## src/rtl/sos_coef_loader_pkg.sv

```systemverilog
// Shared types and constants for the SOS coefficient loader (package sos_pkg).
package sos_pkg;

  localparam int TAPSIZE = 3;
  localparam int WI      = 5;
  localparam int WF      = 11;
  localparam int CW      = WI + WF;
  localparam int NCOEF   = 2 * TAPSIZE;
  localparam int IW      = $clog2(NCOEF);

  localparam logic [CW-1:0] ONE_Q = CW'(1) << WF;

  // Word order b0..b(T-1), a0..a(T-1); index 0 sits in the LSBs.
  typedef logic [NCOEF-1:0][CW-1:0] coef_bank_t;

  typedef enum logic [1:0] {IDLE, LOAD, DRAIN, PEND} load_state_e;

  // Pass-through filter: b0 = a0 = 1.0, everything else zero.
  function automatic coef_bank_t coefResetBank();
    coef_bank_t bank;
    bank          = '0;
    bank[0]       = ONE_Q;
    bank[TAPSIZE] = ONE_Q;
    return bank;
  endfunction

  localparam coef_bank_t COEF_RST = coefResetBank();

endpackage

```

## src/rtl/sos_coef_loader_if.sv

```systemverilog
// Word-serial valid/ready configuration stream feeding the coefficient loader.
interface sos_coef_loader_if;
  import sos_pkg::*;

  logic          cfg_valid;
  logic          cfg_ready;
  logic [CW-1:0] cfg_data;
  logic          cfg_last;

  modport master (output cfg_valid, output cfg_data, output cfg_last, input cfg_ready);
  modport slave  (input cfg_valid, input cfg_data, input cfg_last, output cfg_ready);

endinterface

```

## src/rtl/sos_coef_loader_bank.sv

```systemverilog
// Shadow/active coefficient register pair: indexed shadow writes, atomic copy to active.
module sos_coef_bank
  import sos_pkg::*;
(
  input  logic          CLK,
  input  logic          nReset,
  input  logic          wrEn_i,
  input  logic [IW-1:0] wrIdx_i,
  input  logic [CW-1:0] wrData_i,
  input  logic          copy_i,
  output coef_bank_t    active_o
);

  coef_bank_t shadow_q;
  coef_bank_t active_q;

  always_ff @(posedge CLK or negedge nReset) begin
    if (!nReset) begin
      shadow_q <= '0;
    end else if (wrEn_i && (wrIdx_i < IW'(NCOEF))) begin
      shadow_q[wrIdx_i] <= wrData_i;
    end
  end

  // The whole bank moves in one edge so the filter never sees a mixed set.
  always_ff @(posedge CLK or negedge nReset) begin
    if (!nReset) begin
      active_q <= COEF_RST;
    end else if (copy_i) begin
      active_q <= shadow_q;
    end
  end

  assign active_o = active_q;

endmodule

```

## src/rtl/sos_coef_loader.sv

```systemverilog
// SOS coefficient loader: framing FSM plus shadow/active bank, swapped on sample_tick.
// Optional readback port enabled by defining SOS_COEF_READBACK_EN.
module sos_coef_loader
  import sos_pkg::*;
(
  input  logic                  CLK,
  input  logic                  nReset,
  input  logic                  CE,
  sos_coef_loader_if.slave      cfg,
  input  logic                  sample_tick,
  output logic [TAPSIZE*CW-1:0] coef_b,
  output logic [TAPSIZE*CW-1:0] coef_a,
  output logic                  coef_upd,
  output logic                  pending,
  output logic                  frm_err
`ifdef SOS_COEF_READBACK_EN
  ,
  input  logic [IW-1:0]         rd_addr,
  output logic [CW-1:0]         rd_data
`endif
);

  load_state_e   state_q, state_d;
  logic [IW-1:0] wordIdx_q, wordIdx_d;
  logic          frmErr_q, frmErr_d;
  logic          coefUpd_q;
  logic          accept, tickEn, lastWord;
  logic          wrEn, copy;
  coef_bank_t    active;

  assign cfg.cfg_ready = nReset & CE & (state_q != PEND);
  assign accept        = cfg.cfg_valid & cfg.cfg_ready;
  assign tickEn        = sample_tick & CE;
  assign lastWord      = (wordIdx_q == IW'(NCOEF - 1));

  always_ff @(posedge CLK or negedge nReset) begin
    if (!nReset) begin
      state_q   <= IDLE;
      wordIdx_q <= '0;
      frmErr_q  <= 1'b0;
      coefUpd_q <= 1'b0;
    end else if (CE) begin
      state_q   <= state_d;
      wordIdx_q <= wordIdx_d;
      frmErr_q  <= frmErr_d;
      coefUpd_q <= copy;
    end
  end

  always_comb begin
    state_d   = state_q;
    wordIdx_d = wordIdx_q;
    frmErr_d  = frmErr_q;
    case (state_q)
      IDLE: begin
        if (accept) begin
          if (cfg.cfg_last) begin
            frmErr_d = 1'b1;
          end else begin
            state_d   = LOAD;
            wordIdx_d = IW'(1);
          end
        end
      end
      LOAD: begin
        if (accept) begin
          wordIdx_d = wordIdx_q + 1'b1;
          if (lastWord) begin
            wordIdx_d = '0;
            if (cfg.cfg_last) begin
              state_d = PEND;
            end else begin
              frmErr_d = 1'b1;
              state_d  = DRAIN;
            end
          end else if (cfg.cfg_last) begin
            // Short frame: abandon the shadow contents, active bank stays put.
            frmErr_d  = 1'b1;
            wordIdx_d = '0;
            state_d   = IDLE;
          end
        end
      end
      DRAIN: begin
        if (accept && cfg.cfg_last) begin
          state_d = IDLE;
        end
      end
      PEND: begin
        if (tickEn) begin
          state_d = IDLE;
        end
      end
      default: state_d = IDLE;
    endcase
  end

  always_comb begin
    wrEn    = 1'b0;
    copy    = 1'b0;
    pending = 1'b0;
    case (state_q)
      IDLE:    wrEn = accept & ~cfg.cfg_last;
      LOAD:    wrEn = accept;
      PEND: begin
        pending = 1'b1;
        copy    = tickEn;
      end
      default: ;
    endcase
  end

  sos_coef_bank u_bank (
    .CLK      (CLK),
    .nReset   (nReset),
    .wrEn_i   (wrEn),
    .wrIdx_i  (wordIdx_q),
    .wrData_i (cfg.cfg_data),
    .copy_i   (copy),
    .active_o (active)
  );

  assign coef_b   = active[TAPSIZE-1:0];
  assign coef_a   = active[NCOEF-1:TAPSIZE];
  assign coef_upd = coefUpd_q;
  assign frm_err  = frmErr_q;

`ifdef SOS_COEF_READBACK_EN
  logic [CW-1:0] rdData_q;

  always_ff @(posedge CLK or negedge nReset) begin
    if (!nReset) begin
      rdData_q <= '0;
    end else if (CE) begin
      rdData_q <= (rd_addr < IW'(NCOEF)) ? active[rd_addr] : '0;
    end
  end

  assign rd_data = rdData_q;
`endif

endmodule

```

## src/flat_wrapper.sv

```systemverilog
// flat-port wrapper written by rule: the top's interface ports become plain ports
module sos_coef_loader_flat import sos_pkg::*;
  (CLK, nReset, CE, sample_tick, coef_b, coef_a, coef_upd, pending, frm_err, cfg_cfg_valid, cfg_cfg_data, cfg_cfg_last, cfg_cfg_ready);
  sos_coef_loader_if cfg_i ();
  input  logic CLK;
  input  logic nReset;
  input  logic CE;
  input  logic sample_tick;
  output logic [TAPSIZE*CW-1:0] coef_b;
  output logic [TAPSIZE*CW-1:0] coef_a;
  output logic coef_upd;
  output logic pending;
  output logic frm_err;
  input wire logic [$bits(cfg_i.cfg_valid)-1:0] cfg_cfg_valid;
  input wire logic [$bits(cfg_i.cfg_data)-1:0] cfg_cfg_data;
  input wire logic [$bits(cfg_i.cfg_last)-1:0] cfg_cfg_last;
  output wire logic [$bits(cfg_i.cfg_ready)-1:0] cfg_cfg_ready;
  assign cfg_i.cfg_valid = cfg_cfg_valid;
  assign cfg_i.cfg_data = cfg_cfg_data;
  assign cfg_i.cfg_last = cfg_cfg_last;
  assign cfg_cfg_ready = cfg_i.cfg_ready;
  sos_coef_loader u_core (.CLK(CLK), .nReset(nReset), .CE(CE), .cfg(cfg_i), .sample_tick(sample_tick), .coef_b(coef_b), .coef_a(coef_a), .coef_upd(coef_upd), .pending(pending), .frm_err(frm_err));
endmodule
```

## config.mk

```make
export PLATFORM = sky130hd
export DESIGN_NAME = sos_coef_loader_flat
export DESIGN_NICKNAME = d
export VERILOG_FILES = /design/src/rtl/sos_coef_loader_pkg.sv /design/src/rtl/sos_coef_loader_if.sv /design/src/rtl/sos_coef_loader_bank.sv /design/src/rtl/sos_coef_loader.sv /design/src/flat_wrapper.sv
export SDC_FILE = /design/constraint.sdc
export NUM_CORES = 1
export LEC_CHECK = 0
export CORE_ASPECT_RATIO = 1.2
export CORE_UTILIZATION = 40
export DETAILED_ROUTE_END_ITERATION = 10
export DONT_BUFFER_PORTS = 1
export SLEW_MARGIN = 0
export SYNTH_ARGS = -nofsm -noshare
export SYNTH_HDL_FRONTEND = slang
export SYNTH_HIERARCHICAL = 1
export SYNTH_SLANG_ARGS = --single-unit
```

## constraint.sdc

```tcl
create_clock -name CLK -period 2.5 [get_ports CLK]
set_input_delay 0.5 -clock CLK [delete_from_list [all_inputs] [get_ports CLK]]
set_output_delay 0.5 -clock CLK [all_outputs]
set_load 0.01 [all_outputs]
```

==> summary.txt <==
Timing
  – Unrepaired setup endpoints after global routing: no
  – Post-route minimum period: 2.251 ns
  – Worst-case hold slack: -0.2272 ns
  – Max Slew Vio Count: 0
  – Headroom to the max-slew limit: 0.6587
  – Layout Skew: 0.008815 ns
  – FMAX: 444.2 MHz
  – Setup TNS: 0 ns
  – Crit share post-route: 0.9004
  – Final hold viol count: 198
  – Final setup vio count: 0
  – Worst-margin pin slew: 0.5120 ns

Drt
  – Initial drt markers: 255
  – DRC: 0
  – Vias/cell: 5.153
  – Antenna Violating Nets Remaining: 0
  – Drt first pass iters: 4
  – WL/cell: 20.64 um
  – Via count: 3,736
  – Routed wire length: 14.96 mm

Floorplanning
  – Die Span X: 128.4 um
  – Starting Density: 0.4081
  – Core area: 18,790 sq um
  – I/O pins: 122
  – Die Y: 153.7 um
  – Rows: 55
  – Die area: 19,720 sq um

Hold path
  – Worst hold path class: primary input to asynchronous set/reset pin

Worst setup path
  – Crit-path cells: nand4b_1 > a21oi_2 > and4bb_2 > mux2_2
  – WS Path Type: flop to flop
  – Crit path max-delay family: simple AND/OR/NAND/NOR gates
  – WP buf/inv: 0
  – Worst Path Required: 2.80 ns
  – CP endpoint kind: flop
  – Worst Path Arrival: 2.55 ns
  – CP peak stage delay: 0.64 ns
  – Slowest cell on crit path: and4bb_2
  – Startpoint types: flop
  – Worst-path fanout max: 16

Yosys
  – Syn Inst Count: 456
  – FF+latch count, synth: 199
  – Synth cell types: 36
  – Complex-gate fraction of the synthesized area: 0.01387
  – Share of async-settable or async-resettable flops after synthesis: 1.000
  – Synth Flop Type: dfrtp_1
  – XOR/XNOR Fraction of Synth Area: 0.001142
  – Mapped Area: 7666 sq um
  – Post-Synth Adder-Cell Area: 0.003264
  – Avg Inst Size Synth: 16.81 sq um
  – Post-synth EDFFs: 0
  – Yosys Warn Count: 6
  – Sequential-to-total area share from yosys stat: 0.6499
  – Mux contribution to synthesized area: 0.2846
  – Post-Synth Simple-Gate Area: 0.02301
  – Main combinational cell family by area after synthesis: multiplexers
  – Syn nets: 480

Power
  – Cell Pwr Density: 1021 nW/um^2
  – Peak VDD IR: 0.4866 mV
  – Leakage: 0.004115 uW

Place
  – Port Buffer Count: 0
  – Post-placement cell area: 7924 sq um
  – GPL Wtd Cong: 0.8132
  – Hpwl dp: 9.558 mm

Global routing
  – Vias in the first global route: 3,911
  – Largest net degree at the start of global routing: 204
  – Initial antenna violation count: 0
  – GR Overflow Total: 0
  – GRT Total Usage: 0.1616
  – First-pass GRT wire length: 23.41 mm

Clock network
  – TritonCTS Buffers: 17
  – Clock-pin slew on the worst setup and hold paths: 0.07 ns
  – Post-CTS setup buffer count: 0
  – Clk_lat worst skew: 0.42 ns
  – Root buffer cell: clkbuf_16
  – H-tree depth: 4
  – CTS max path bufs: 2
  – Post-CTS sizing: 0
  – CTS tree: yes
  – CTS sink count: 199

Outcome
  – Failing checks: hold timing
  – Status: finished with violations

Final layout
  – Layout cell share with drive strength beyond 1: 0.5075
  – Fill cells: 1,629
  – N_diodes: 0
  – # nets final: 483
  – Area grow syn2layout: 11.64%
  – Design Area, Final: 8558 sq um

Job
  – Max-Cap Viols: 0
==> cells in the mapped netlist (2+ instances only) <==
| cell | count | share of area |
|---|---|---|
| nand4b_2 | 2 | 0.0039 |
| nor2_1 | 2 | 0.00098 |
| a31oi_1 | 2 | 0.0016 |
| inv_1 | 4 | 0.0020 |
| nand3_1 | 2 | 0.0013 |
| and4bb_2 | 2 | 0.0033 |
| buf_6 | 5 | 0.0073 |
| buf_8 | 2 | 0.0039 |
| a211oi_1 | 2 | 0.0020 |
| dfrtp_1 | 197 | 0.64 |
| nand2_1 | 2 | 0.00098 |
| ha_1 | 2 | 0.0033 |
| a21oi_1 | 2 | 0.0013 |
| mux2_2 | 192 | 0.28 |
| dfstp_2 | 2 | 0.0069 |
| and3_1 | 3 | 0.0024 |
| buf_2 | 13 | 0.0085 |
| mux2i_1 | 2 | 0.0026 |
==> sequential cells by signal, summed over array words and instances (netlist names) <==
register                cells
u_core/state_q              2
u_core/u_bank/shadow_q     96
u_core/wordIdx_q            3
u_core/u_bank/active_o     96
u_core/coef_upd             1
u_core/frm_err              1
==> placed cells by master, fill, tap and decap left out, types with 3 or more instances in the layout <==
| cell | instances |
|---|---|
| dfrtp_1 | 197 |
| mux2_2 | 192 |
| clkbuf_16 | 17 |
| bufinv_16 | 5 |
| inv_1 | 4 |
| buf_12 | 4 |
| inv_6 | 3 |
| buf_4 | 3 |
==> metal layers <==
metal	part of all wire	wire, um	GRT usage	vias to the layer above
met4	0.016	242	0.06106	0
met2	0.49	7344	0.2579	99
met5	0	0	0	-
met1	0.42	6300	0.2011	1995
met3	0.072	1076	0.05637	16
li1	-	-	-	1626
==> logic make-up after synthesis <==
group / Yosys count
buf+inv: 27
flops: 199
xor+xnor: 1
compound gates: 14
fa+ha+maj: 2
simple gates: 19
mux: 194
==> path summary, 6_finish.rpt <==
| check | cells past startpoint | slack (ns) | startpoint | to |
|---|---|---|---|---|
| min in group CLK | 1 | 0.22 | cfg_cfg_data[4] | u_core/u_bank/shadow_q[20] |
| setup / recovery | 4 | 0.25 | u_core/state_q[1] | u_core/u_bank/shadow_q[71] |
| hold / removal | 0 | -0.23 | nReset | u_core/u_bank/active_o[56] |
| hold reg to reg | 1 | 0.50 | u_core/u_bank/shadow_q[69] | u_core/u_bank/active_o[69] |
| max in group asynchronous | 0 | 2.48 | nReset | u_core/u_bank/active_o[59] |
| setup reg to reg | 4 | 0.25 | u_core/state_q[1] | u_core/u_bank/shadow_q[71] |
==> layout make-up <==
type	count	area (sq um)	share of cell area
multi-input combinational	230	2504	0.2925
tap	256	320.3	0.03743
clock buffer	19	442.9	0.05175
sequential	199	4982	0.5822
timing repair buffer	7	102.6	0.01199
clock inverter	10	191.4	0.02237
inverter	4	15.01	0.001754
==> power by group <==
group          internal, uW  switching (uW)  leakage [uW]  total (uW)
registers              4100             647       0.00265        4750
logic                   737             310       0.00117        1050
clock network          1800            1150      0.000302        2950
total                  6630            2110       0.00411        8740
==> stage by stage <==
step           power [uW]    util  cells  worst slack (ns)
4_1_cts              8857  0.4555    725            0.2763
5_1_grt              9186  0.4555    725            0.1270
3_3_place_gp         5767  0.4218    696            0.3868
3_5_place_dp         5878  0.4218    696            0.2764
6_report             8741  0.4555    725            0.2490
2_1_floorplan        5545       -    456            0.5053
Note: power is estimated with default switching activity, not from simulation.
